**src/rtl/cmd_phys_arbiter_pkg.sv**
```systemverilog
// cmd_phys_arbiter_pkg: shared SD-host CMD definitions (frame layout, widths, arbiter states)
package cmd_phys_arbiter_pkg;
    localparam int CMD_W_DEF     = 40;
    localparam int RESP_W_DEF    = 136;
    localparam int CMD_START_BIT = 39;
    localparam int CMD_DIR_BIT   = 38;
    localparam int CMD_IDX_HI    = 37;
    localparam int CMD_IDX_LO    = 32;
    localparam int CMD_ARG_HI    = 31;
    localparam int CMD_ARG_LO    = 0;
    typedef enum logic [2:0] {
        ST_IDLE    = 3'b001,
        ST_ISSUE   = 3'b010,
        ST_DELIVER = 3'b100
    } state_t;
endpackage

```
**src/rtl/cmd_rr_pick.sv**
```systemverilog
// cmd_rr_pick: two-way round-robin chooser, favouring the requester not served last
module cmd_rr_pick (
    input  logic req_0,
    input  logic req_1,
    input  logic last,
    output logic valid,
    output logic idx
);
    assign valid = req_0 || req_1;
    assign idx   = (req_0 && req_1) ? !last : req_1;
endmodule

```
**src/rtl/cmd_phys_arbiter.sv**
```systemverilog
// cmd_phys_arbiter: shares the SD CMD physical layer between the host command
// controller (0) and the auto-command engine (1), with a completion watchdog.
module cmd_phys_arbiter
    import cmd_phys_arbiter_pkg::*;
#(
    parameter int CMD_W    = CMD_W_DEF,
    parameter int RESP_W   = RESP_W_DEF,
    parameter int WDOG_W   = 16,
    parameter int WDOG_CYC = 1024
) (
    input  logic              clock,
    input  logic              reset,
    input  logic              req_strobe_0,
    input  logic [CMD_W-1:0]  req_cmd_0,
    input  logic              req_ack_0,
    input  logic              req_strobe_1,
    input  logic [CMD_W-1:0]  req_cmd_1,
    input  logic              req_ack_1,
    output logic              done_0,
    output logic              done_1,
    output logic [RESP_W-1:0] resp_0,
    output logic [RESP_W-1:0] resp_1,
    output logic              tout_0,
    output logic              tout_1,
    input  logic              timeout_enable,
    input  logic              serial_ready,
    input  logic              phy_strobe_in,
    input  logic [RESP_W-1:0] phy_cmd_in,
    input  logic              phy_time_out,
    output logic              phy_strobe,
    output logic [CMD_W-1:0]  phy_cmd,
    output logic              phy_ack,
    output logic              phy_idle
);
    state_t state, state_nx;
    logic sel, last, gnt_valid, gnt_idx, expire, event_hit, ack_sel, grant, tout_q;
    logic [WDOG_W-1:0] wdog;
    logic [CMD_W-1:0] cmd_q;
    logic [RESP_W-1:0] cap;

    cmd_rr_pick u_pick (
        .req_0 (req_strobe_0),
        .req_1 (req_strobe_1),
        .last  (last),
        .valid (gnt_valid),
        .idx   (gnt_idx)
    );

    assign grant     = state == ST_IDLE && serial_ready && gnt_valid;
    assign expire    = timeout_enable && wdog == WDOG_W'(WDOG_CYC - 1);
    assign event_hit = phy_strobe_in || phy_time_out || expire;
    assign ack_sel   = sel ? req_ack_1 : req_ack_0;
    // a real completion beats a simultaneous watchdog expiry
    assign cap       = (phy_strobe_in || !expire) ? phy_cmd_in : '0;

    always_ff @(posedge clock or negedge reset) begin
        if (!reset) state <= ST_IDLE;
        else state <= state_nx;
    end

    always_comb begin
        state_nx = grant ? ST_ISSUE :
                   (state == ST_ISSUE && event_hit) ? ST_DELIVER :
                   (state == ST_DELIVER && ack_sel) ? ST_IDLE : state;
        phy_idle   = state == ST_IDLE;
        phy_strobe = state == ST_ISSUE;
        phy_cmd    = phy_strobe ? cmd_q : '0;
        phy_ack    = state == ST_DELIVER;
        done_0     = phy_ack && !sel;
        done_1     = phy_ack && sel;
        tout_0     = done_0 && tout_q;
        tout_1     = done_1 && tout_q;
    end

    always_ff @(posedge clock or negedge reset) begin
        if (!reset) begin
            sel    <= 1'b0;
            last   <= 1'b1;
            wdog   <= '0;
            cmd_q  <= '0;
            tout_q <= 1'b0;
            resp_0 <= '0;
            resp_1 <= '0;
        end else begin
            if (grant) begin
                sel   <= gnt_idx;
                cmd_q <= gnt_idx ? req_cmd_1 : req_cmd_0;
                wdog  <= '0;
            end else if (state == ST_ISSUE && timeout_enable) begin
                wdog <= wdog + 1'b1;
            end
            if (state == ST_ISSUE && event_hit) begin
                tout_q <= phy_time_out || (expire && !phy_strobe_in);
                if (sel) resp_1 <= cap;
                else resp_0 <= cap;
            end
            if (state == ST_DELIVER && ack_sel) last <= sel;
        end
    end
endmodule

```
**config.mk**
```make
export PLATFORM = sky130hd
export DESIGN_NAME = cmd_phys_arbiter
export DESIGN_NICKNAME = d
export VERILOG_FILES = /design/src/rtl/cmd_phys_arbiter_pkg.sv /design/src/rtl/cmd_rr_pick.sv /design/src/rtl/cmd_phys_arbiter.sv
export SDC_FILE = /design/constraint.sdc
export NUM_CORES = 1
export LEC_CHECK = 0
export ABC_CLOCK_PERIOD_IN_PS = 3200
export CAP_MARGIN = 10
export CORE_ASPECT_RATIO = 0.6
export CORE_MARGIN = 1.5
export CORE_UTILIZATION = 25
export CTS_CLUSTER_SIZE = 20
export DETAILED_ROUTE_END_ITERATION = 7
export PLACE_DENSITY = 0.62
export SYNTH_ARGS = -nofsm -noshare
export SYNTH_HDL_FRONTEND = slang
export SYNTH_SLANG_ARGS = --single-unit
```
**constraint.sdc**
```tcl
create_clock -name clock -period 3.2 [get_ports clock]
set_clock_uncertainty 0.15 [all_clocks]
set_input_delay 0.64 -clock clock [delete_from_list [all_inputs] [get_ports clock]]
set_output_delay 0.64 -clock clock [all_outputs]
set_load 0.02 [all_outputs]
```
==> results of run 1 <==
## state kept, by name, summed over array words and instances, names as in the netlist
name / count
cmd_q: 40
last: 1
resp_0: 136
resp_1: 136
sel: 1
state: 3
tout_q: 1
wdog: 16
## synth_stat cells, types with 7 or more instances
cell	instances
nor2_1	50
dfrtp_1	332
and2_1	45
clkbuf_1	58
nand4_1	7
buf_2	23
mux2i_1	40
nand3_1	7
a21oi_1	51
a22o_1	272
nand2_1	10
## final cells by class
| cell class | count | area, sq um |
|---|---|---|
| Timing Repair Buffer | 575 | 5930 |
| Sequential cell | 334 | 8360 |
| Multi-Input combinational cell | 545 | 4190 |
| Tap cell | 693 | 867 |
| Clock buffer | 46 | 988 |
| Inverter | 5 | 18.8 |
| Clock inverter | 14 | 195 |
| Antenna cell | 1 | 2.50 |
| Fill cell | 4782 | 30300 |
## worst register-to-register path, stage by stage (launching register included)
cell and delay [ps]:
dfrtp_1 450, or4b_4 600, nor4_4 440, o21ai_4 130, buf_12 210, a22o_1 330
## metal layers
layer	vias up	global-route usage, %	wire length [um]
li1	4684	-	-
met1	5408	23.3	20100
met2	339	25.9	21700
met3	90	3.59	2570
met4	4	5.66	1480
met5	-	0	23
## path summary, 6_finish.rpt
kind                                 start          end
worst max-delay path              state[2]  phy_cmd[17]
worst min-delay path            resp_1[21]   resp_1[21]
worst max register to register    wdog[10]   resp_0[29]
worst min register to register  resp_1[21]   resp_1[21]
max in group asynchronous            reset   resp_1[60]
min in group asynchronous            reset  resp_1[104]
## power groups by stage
stage          clock network, mW  registers, mW  logic, mW
6_report                    4.28           7.55       10.4
5_1_grt                     4.62           7.82       11.0
4_1_cts                     4.45           7.55       10.5
3_5_place_dp                   0           7.54       10.5
3_3_place_gp                   0           7.55       10.4
2_1_floorplan                  0           9.47       3.01
## logic make-up (layout without fill, tap and decap cells)
group / Yosys count / after routing / share of synthesized area (%)
other cells: 0 / 1 / 0
simple gates: 150 / 150 / 6.57
xor+xnor: 9 / 9 / 0.613
flops: 334 / 334 / 65.0
fa+ha+maj: 1 / 1 / 0.0973
mux: 41 / 41 / 3.20
buf+inv: 90 / 640 / 2.91
compound gates: 344 / 344 / 21.6
## repair_timing
action | CTS | global route
endpoints found under the setup margin | 40 | 42
setup buffers | 1 | 0
pin swaps | 1 | 0
hold endpoints to repair | 18 | 0
hold buffers | 1 | 0
gates resized for setup | 1 | 14
## layout by cell type (no fill, tap or decap), drive strengths merged, types with 2 or more instances in the layout
cell,count
inv,8
nand3,7
bufinv,4
o21bai,2
or4,5
o21ai,7
nor2,50
dfstp,2
xor2,4
dfrtp,332
nor3,3
clkinv,6
and3,5
clkbuf,46
a21oi,51
clkdlybuf4s50,529
nor4,2
buf,31
o31ai,5
and2,45
mux2i,40
nor3b,2
or2,3
or3,2
dlymetal6s2s,13
nand4,7
or4b,2
xnor2,5
nor4bb,2
nand2,10
a22o,272
## metrics by stage
step,area [sq um],cells,hold WS [ps]
finish,20600,2213,348
global route,20600,2213,362
CTS,20500,2212,350
detailed placement,19300,2150,330
global placement,19300,2150,332
floorplan,12900,969,194
==> results.cfg, run 1 <==
[sta]
period_share_pct = 96.8
slew_violations = 0
slew_headroom_pct = 51.7
tightest_slew_ps = 725
finalWorstPathRequiredPeriod_ps = 3100
finalHoldViolCount = 0
rsz0062_at_grt = false
setup_violations = 0
tns_ps = 0
setup_slack_ps = 104
fmax_mhz = 323

[routing]
firstDrtPassIters = 5
wl_per_cell_um = 20.8
drc = 0
vias = 10500
drt_wl_total_um = 46000
drtIter0Drc = 697
viasPerCell = 4.76
ant_nets = 0

[setup_path]
critPathSlowestCell = clkdlybuf4s50_1
max_stage_delay_ps = 630
rrSetupSlack_ps = 770
path_depth = 4
worstPathCellList = nor3b_4 -> buf_12 -> and2_1 -> clkdlybuf4s50_1
cp_top_family = buffers and inverters
cp-start-kind = flip-flop
setup.worst_path.class = reg -> out
end_kind = output pin
critPathBufInv = 2
cp.arrival_ps = 2310
r2r_cells = 5
cp.required_ps = 2410
worstPathMaxFanout = 41

[outcome]
status = finished clean

[synth]
syn_inst = 969
ys_warn_count = 0
syn-cell-area_sq_mm = 0.0129
async_flop_share_pct = 100
synth_edf_count = 0
ys_seq_elements = 334
yosys_most_used_dff = dfrtp_1
synth_area_leaders = dfrtp_1 (65%), a22o_1 (19%), mux2i_1 (3.1%)
synth_top_area_share_pct = 64.6
syn-num-nets = 1196
ys_seq_area_share_pct = 65.0
synth.avg_cell_area_sq_um = 13.3
synth.distinct_cells = 49
synth_top_cell_by_area = dfrtp_1

[global_route]
grtUsageTotal_pct = 16.8
grt_max_degree = 100
grt_pass1_vias = 10600
grt.overflow.total = 0
grt_pass1_wl_um = 68100
antenna_found_initial = 3

[die]
die_area_sq_mm = 0.0529
die_height_um = 179
start_util_pct = 25.3
coreArea_sq_mm = 0.0508
row_count = 64
io_pins = 545
die_w_um = 296

[pwr]
power_frac_seq_pct = 33.9
p_switching_mw = 8.20
power_frac_clock_pct = 19.2
peakVddDrop_uv = 449
intPower_mw = 14.1
power.leakage_nw = 9.33
p_sw_share_pct = 36.8
p_total_mw = 22.3
power_density_mw_per_mm2 = 1080
combinationalPowerShare_pct = 46.8

[clocking]
cts_buffer_depth = 3
cts_num_sinks = 334
clkSlewWorstSetupHoldPaths_ps = 60
cts_root_buf = clkbuf_16
cts_made_buffers = 35
cts_max_level = 2
clock_latency_ps = 520
cts_tree = yes

[cells_and_area]
area_growth_pct = 59.8
layout.nets = 1723
finish.utilization_pct = 40.4
drive_above_1_share_pct = 6.85

[worst_hold_path]
min_path_type = reg -> reg
min_path_cells = 1

[placement]
pre_cts_ws_ps = 146
placement.io_buffers = 544
hpwl_um = 32200
gp_congestion = 0.828

[job]
maxCapViolCount = 0
No activity file was read; power rests on OpenSTA's default activity.
==> run 2, diff against run 1 <==
--- a/config.mk
+++ b/config.mk
@@ -12,7 +12,9 @@
 export CORE_UTILIZATION = 25
 export CTS_CLUSTER_SIZE = 20
 export DETAILED_ROUTE_END_ITERATION = 7
+export GPL_ROUTABILITY_DRIVEN = 0
 export PLACE_DENSITY = 0.62
 export SYNTH_ARGS = -nofsm -noshare
 export SYNTH_HDL_FRONTEND = slang
+export SYNTH_HIERARCHICAL = 1
 export SYNTH_SLANG_ARGS = --single-unit
==> run 2 against run 1 <==
- sequential cell count unchanged
- register-to-register slack got worse by 40 ps
- sequential power decreased by 44%
- cell area decreased by 0.68%
- area after synthesis decreased by 0.46%
- synthesized cell count decreased by 0.41%
- die area decreased by 0.45%
- wire length decreased by 3.0%
- non-clock buffer count decreased by 1
- maximum frequency about the same
- critical path type unchanged
- highest routed layer is now met4
==> results.cfg, run 2 <==
[outcome]
status = finished clean

[synth]
synth_edf_count = 0
synth_area_leaders = dfrtp_1 (65%), a22o_1 (19%), mux2i_1 (3.1%)
async_flop_share_pct = 100
yosys_most_used_dff = dfrtp_1
synth_most_common_cell = dfrtp_1
synth-compound-area-share_pct = 22.1
ys_warn_count = 6
syn-cell-area_sq_mm = 0.0128
synth_top_family_by_area = compound AO/OA/AOI/OAI gates
synth_top_cell_by_area = dfrtp_1
syn_inst = 965
ys_seq_elements = 334
synth_common_cells = dfrtp_1 (332), a22o_1 (273), a21oi_1 (55), nor2_1 (52), clkbuf_1 (50)
synthMuxAreaShare_pct = 3.21
yosys.area_share.simple_pct = 5.89
ys_seq_area_share_pct = 65.3
synth.avg_cell_area_sq_um = 13.3
synth.distinct_cells = 41
synth-xor-area-share_pct = 0.410
syn-num-nets = 1192
synth_top_area_share_pct = 64.9
synth_adder_area_share_pct = 0.0977

[setup_path]
cp.arrival_ps = 2310
cp.required_ps = 2410
setup.worst_path.class = reg -> out
critPathBufInv = 2
worstPathCellList = nor3b_4 -> buf_12 -> and2_1 -> clkdlybuf4s50_1
cp-start-kind = flip-flop
critPathSlowestCell = clkdlybuf4s50_1
end_kind = output pin
max_stage_delay_ps = 650
cp_top_family = buffers and inverters
worstPathMaxFanout = 41

[pwr]
power_density_mw_per_mm2 = 441
power.leakage_nw = 9.04
peakVddDrop_uv = 373

[cells_and_area]
drive_above_1_share_pct = 6.79
n_fill_cell = 4782
final_common_cell = clkdlybuf4s50_1
layout.nets = 1718
reg_top3 = resp_0: 136 flops, resp_1: 136 flops, cmd_q: 40 flops
diodes = 0
final_cells = 2211
multi_input_area_sq_mm = 0.00411
area_growth_pct = 59.4
seq_area_sq_mm = 0.00836
mostFrequentLayoutCells = clkdlybuf4s50_1 (537), dfrtp_1 (331), a22o_1 (273), a21oi_1 (55), nor2_1 (52)

[clocking]
cts_tree = yes
cts_num_sinks = 334
cts_root_buf = clkbuf_16
cts_max_level = 2
cts_buffer_depth = 3
clkSlewWorstSetupHoldPaths_ps = 60
clock_latency_ps = 510
cts_made_buffers = 37

[die]
die_height_um = 178
coreArea_sq_mm = 0.0508
io_pins = 545
die_w_um = 295
start_util_pct = 25.2
die_area_sq_mm = 0.0526
row_count = 64

[sta]
period_share_pct = 96.8
fmax_mhz = 323
finalHoldViolCount = 0
slew_headroom_pct = 60.1
rsz0062_at_grt = false
tightest_slew_ps = 598
finalWorstPathRequiredPeriod_ps = 3100
setup_violations = 0
tns_ps = 0
slew_violations = 0

[routing]
wl_per_cell_um = 20.2
drc = 0
vias = 10400
viasPerCell = 4.71
drtIter0Drc = 498
firstDrtPassIters = 5
drt_wl_total_um = 44600
ant_nets = 0

[placement]
hpwl_um = 30900
placement.io_buffers = 544
dp.cells = 2143

[global_route]
grtUsageTotal_pct = 16.2
grt_pass1_wl_um = 66000
grt_max_degree = 90
grt_pass1_vias = 10400
antenna_found_initial = 1
grt.overflow.total = 0

[worst_hold_path]
min_path_type = reg -> reg

[job]
maxCapViolCount = 0
## run 2: cell type report
cell class | count | area share, %
well taps | 693 | 4.25
flip-flops and latches | 334 | 41.0
repair buffers | 574 | 28.7
multi-input cells | 539 | 20.2
clock buffers | 51 | 5.19
clock inverters | 15 | 0.711
inverters | 5 | 0.0919
## run 2: repair_timing
item	4_1_cts	5_1_grt
hold buffers	1	0
buffers inserted	1	0
gates resized for setup	6	2
setup endpoints to repair	40	37
pin swaps	1	0
hold endpoints to repair	60	0
## run 2: routing by layer
layer	GRT usage (%)	routed length, um	up-vias
met4	4.04	991	0
li1	-	-	4681
met3	3.49	2270	64
met2	24.6	20800	312
met5	0	0	-
met1	23.3	20500	5349
## run 2: worst paths after layout
path / startpoint / to / slack (ps) / cells past startpoint
setup / recovery: state[2] / phy_cmd[16] / 100 / 4
hold / removal: resp_1[100] / resp_1[100] / 350 / 1
setup reg to reg: wdog[10] / resp_1[17] / 730 / 5
hold reg to reg: resp_1[100] / resp_1[100] / 350 / 1
max in group asynchronous: reset / resp_1[128] / 1560 / 3
min in group asynchronous: reset / resp_0[40] / 530 / 2
## run 2: through the flow
step / power (mW) / util, % / cell area, sq um / hold WS [ps] / setup slack, ps
floorplan: 4.35 / - / 12800 / 194 / 490
global placement: 4.78 / 37.8 / 19200 / 331 / 27.9
detailed placement: 4.79 / 37.8 / 19200 / 330 / 21.7
CTS: 9.19 / 40.2 / 20400 / 351 / 11.6
global route: 9.38 / 40.2 / 20400 / 360 / 0.354
finish: 9.01 / 40.2 / 20400 / 346 / 103
## run 2: where the power goes
group          leakage (nW)  switching, mW  internal, mW  total, mW
sequential             4.65              0          4.22       4.22
clock                 0.594           1.81          2.49       4.30
combinational          3.79          0.195         0.291      0.486
## run 2: logic make-up after synthesis
family	after synthesis
buffers and inverters	92
and+or+nand+nor	140
DFF	334
AOI/OAI and AO/OA	351
xor gates and xnor gates	6
muxes	41
adders and majority gates	1
==> run 3, diff against run 2 <==
--- a/config.mk
+++ b/config.mk
@@ -7,9 +7,10 @@
 export LEC_CHECK = 0
 export ABC_CLOCK_PERIOD_IN_PS = 3200
 export CAP_MARGIN = 10
-export CORE_ASPECT_RATIO = 0.6
+export CORE_ASPECT_RATIO = 0.5
 export CORE_MARGIN = 1.5
 export CORE_UTILIZATION = 25
+export CTS_CLUSTER_DIAMETER = 30
 export CTS_CLUSTER_SIZE = 20
 export DETAILED_ROUTE_END_ITERATION = 7
 export GPL_ROUTABILITY_DRIVEN = 0
==> run 3 against run 2 <==
- worst setup slack worse by 2.0 ps
- sequential share of layout area is 1.2 points lower
- combinational power is 2% higher
- cell area is 2.9% higher
- first-iteration DRC count is 44% higher
- utilization is 1.4 points higher
- largest power group unchanged
==> results.cfg, run 3 (synthesis gave the netlist of run 2 again) <==
[sta]
tightest_slew_ps = 649
hold_ws_ps = 342
slew_headroom_pct = 56.8
setup_violations = 0
period_share_pct = 96.8
rsz0062_at_grt = false
finalHoldViolCount = 0
finalWorstPathRequiredPeriod_ps = 3100
setup_slack_ps = 101
slew_violations = 0
fmax_mhz = 323
tns_ps = 0

[cells_and_area]
diodes = 0
mostFrequentLayoutCells = clkdlybuf4s50_1 (526), dfrtp_1 (331), a22o_1 (273), a21oi_1 (55), clkbuf_16 (55)
final_common_cell = clkdlybuf4s50_1
design_area_sq_mm = 0.0210
final_cells = 2236
area_growth_pct = 64.1
drive_above_1_share_pct = 8.60
n_fill_cell = 4661
reg_top3 = resp_0: 136 flops, resp_1: 136 flops, cmd_q: 40 flops
layout.nets = 1729
finish.utilization_pct = 41.6

[global_route]
grt_pass1_vias = 10600
grt_pass1_wl_um = 71100
grt.overflow.total = 0
antenna_found_initial = 1
grt_max_degree = 88
grtUsageTotal_pct = 18.0

[setup_path]
cp.required_ps = 2410
r2r_cells = 6
end_kind = output pin
worst_r2r_endpoint = resp_1[103]
cp-start-kind = flip-flop
rr_startpoint = wdog[10]
cp.arrival_ps = 2310
rrSetupSlack_ps = 700
setup.worst_path.class = reg -> out
cp-startpoint = state[2]
worstPathMaxFanout = 43

[routing]
viasPerCell = 4.70
firstDrtPassIters = 5
vias = 10500
drt_wl_total_um = 48500
ant_nets = 0
drtIter0Drc = 715
wl_per_cell_um = 21.7
drc = 0

[clocking]
cts_max_level = 2
cts_root_buf = clkbuf_16
clkSlewWorstSetupHoldPaths_ps = 50
post_cts_buffers = 0
clock_latency_ps = 570
cts_tree = yes
cts_buffer_depth = 3
cts_num_sinks = 334
cts_made_buffers = 55

[placement]
placed_area_sq_mm = 0.0192
placement.io_buffers = 544
dp.cells = 2134
hpwl_um = 33900
pre_cts_ws_ps = 83.7

[die]
row_count = 58
die_area_sq_mm = 0.0527
start_util_pct = 25.4
die_height_um = 163
die_w_um = 323
coreArea_sq_mm = 0.0504
io_pins = 545

[pwr]
power_density_mw_per_mm2 = 503
p_total_mw = 10.6
power.leakage_nw = 9.39
peakVddDrop_uv = 319

[worst_hold_path]
min_path_cells = 1
hold_end = resp_0[65]
min_path_type = reg -> reg
holdCritStartpoint = resp_0[65]

[job]
maxCapViolCount = 0

[outcome]
status = finished clean
## run 3: cell count changes in the layout (fill, tap and decap cells not counted)
cell | previous run | this run
clkbuf_16 | 38 | 55
clkdlybuf4s50_1 | 537 | 526
dlygate4sd2_1 | 5 | 15
buf_4 | 15 | 6
inv_6 | 0 | 8
clkinv_4 | 1 | 5
clkinvlp_4 | 2 | 5
buf_12 | 14 | 16
bufinv_16 | 2 | 4
clkbuf_1 | 7 | 5
clkinv_2 | 9 | 11
clkinv_8 | 1 | 2
dlymetal6s2s_1 | 1 | 2
## run 3: worst max-delay path by stage
stage,cells past startpoint,end,slack [ps]
floorplan,4,tout_0,490
global placement,7,resp_1[114],80
detailed placement,7,resp_1[103],80
CTS,4,phy_cmd[13],3
global route,4,phy_cmd[26],3
finish,4,phy_cmd[27],100
## run 3: final cells by class
cell class,instances,area (sq um),share of cell area [%]
clock buffer,66,1480,7.03
clock inverter,35,359,1.71
inverter,5,18.8,0.0893
multi-input combinational,539,4110,19.6
sequential,334,8360,39.8
tap,690,863,4.11
timing repair buffer,567,5810,27.7
## run 3: per-layer routing
layer	vias up	wire length (um)	GRT usage, %
met3	99	2210	3.84
met5	-	10	0
li1	4716	-	-
met2	235	25000	30.0
met1	5457	19800	23.2
met4	2	1500	6.08
## run 3: worst max-delay path, stage by stage, from the launching register on
cell and delay, ps:
dfrtp_2 480, nor3b_4 250, buf_12 230, and2_1 150
clkdlybuf4s50_1 620
## run 3: repair_timing
action | 4_1_cts | 5_1_grt
setup endpoints to repair | 15 | 27
hold buffers | 1 | 0
endpoints found under the hold margin | 68 | 0
gates resized for setup | 15 | 4
## run 3: power breakdown
| part | total, mW | internal (mW) | switching [mW] |
|---|---|---|---|
| combinational | 0.497 | 0.290 | 0.207 |
| sequential | 4.23 | 4.23 | 0 |
| clock | 5.83 | 3.64 | 2.19 |
| total | 10.6 | 8.16 | 2.40 |
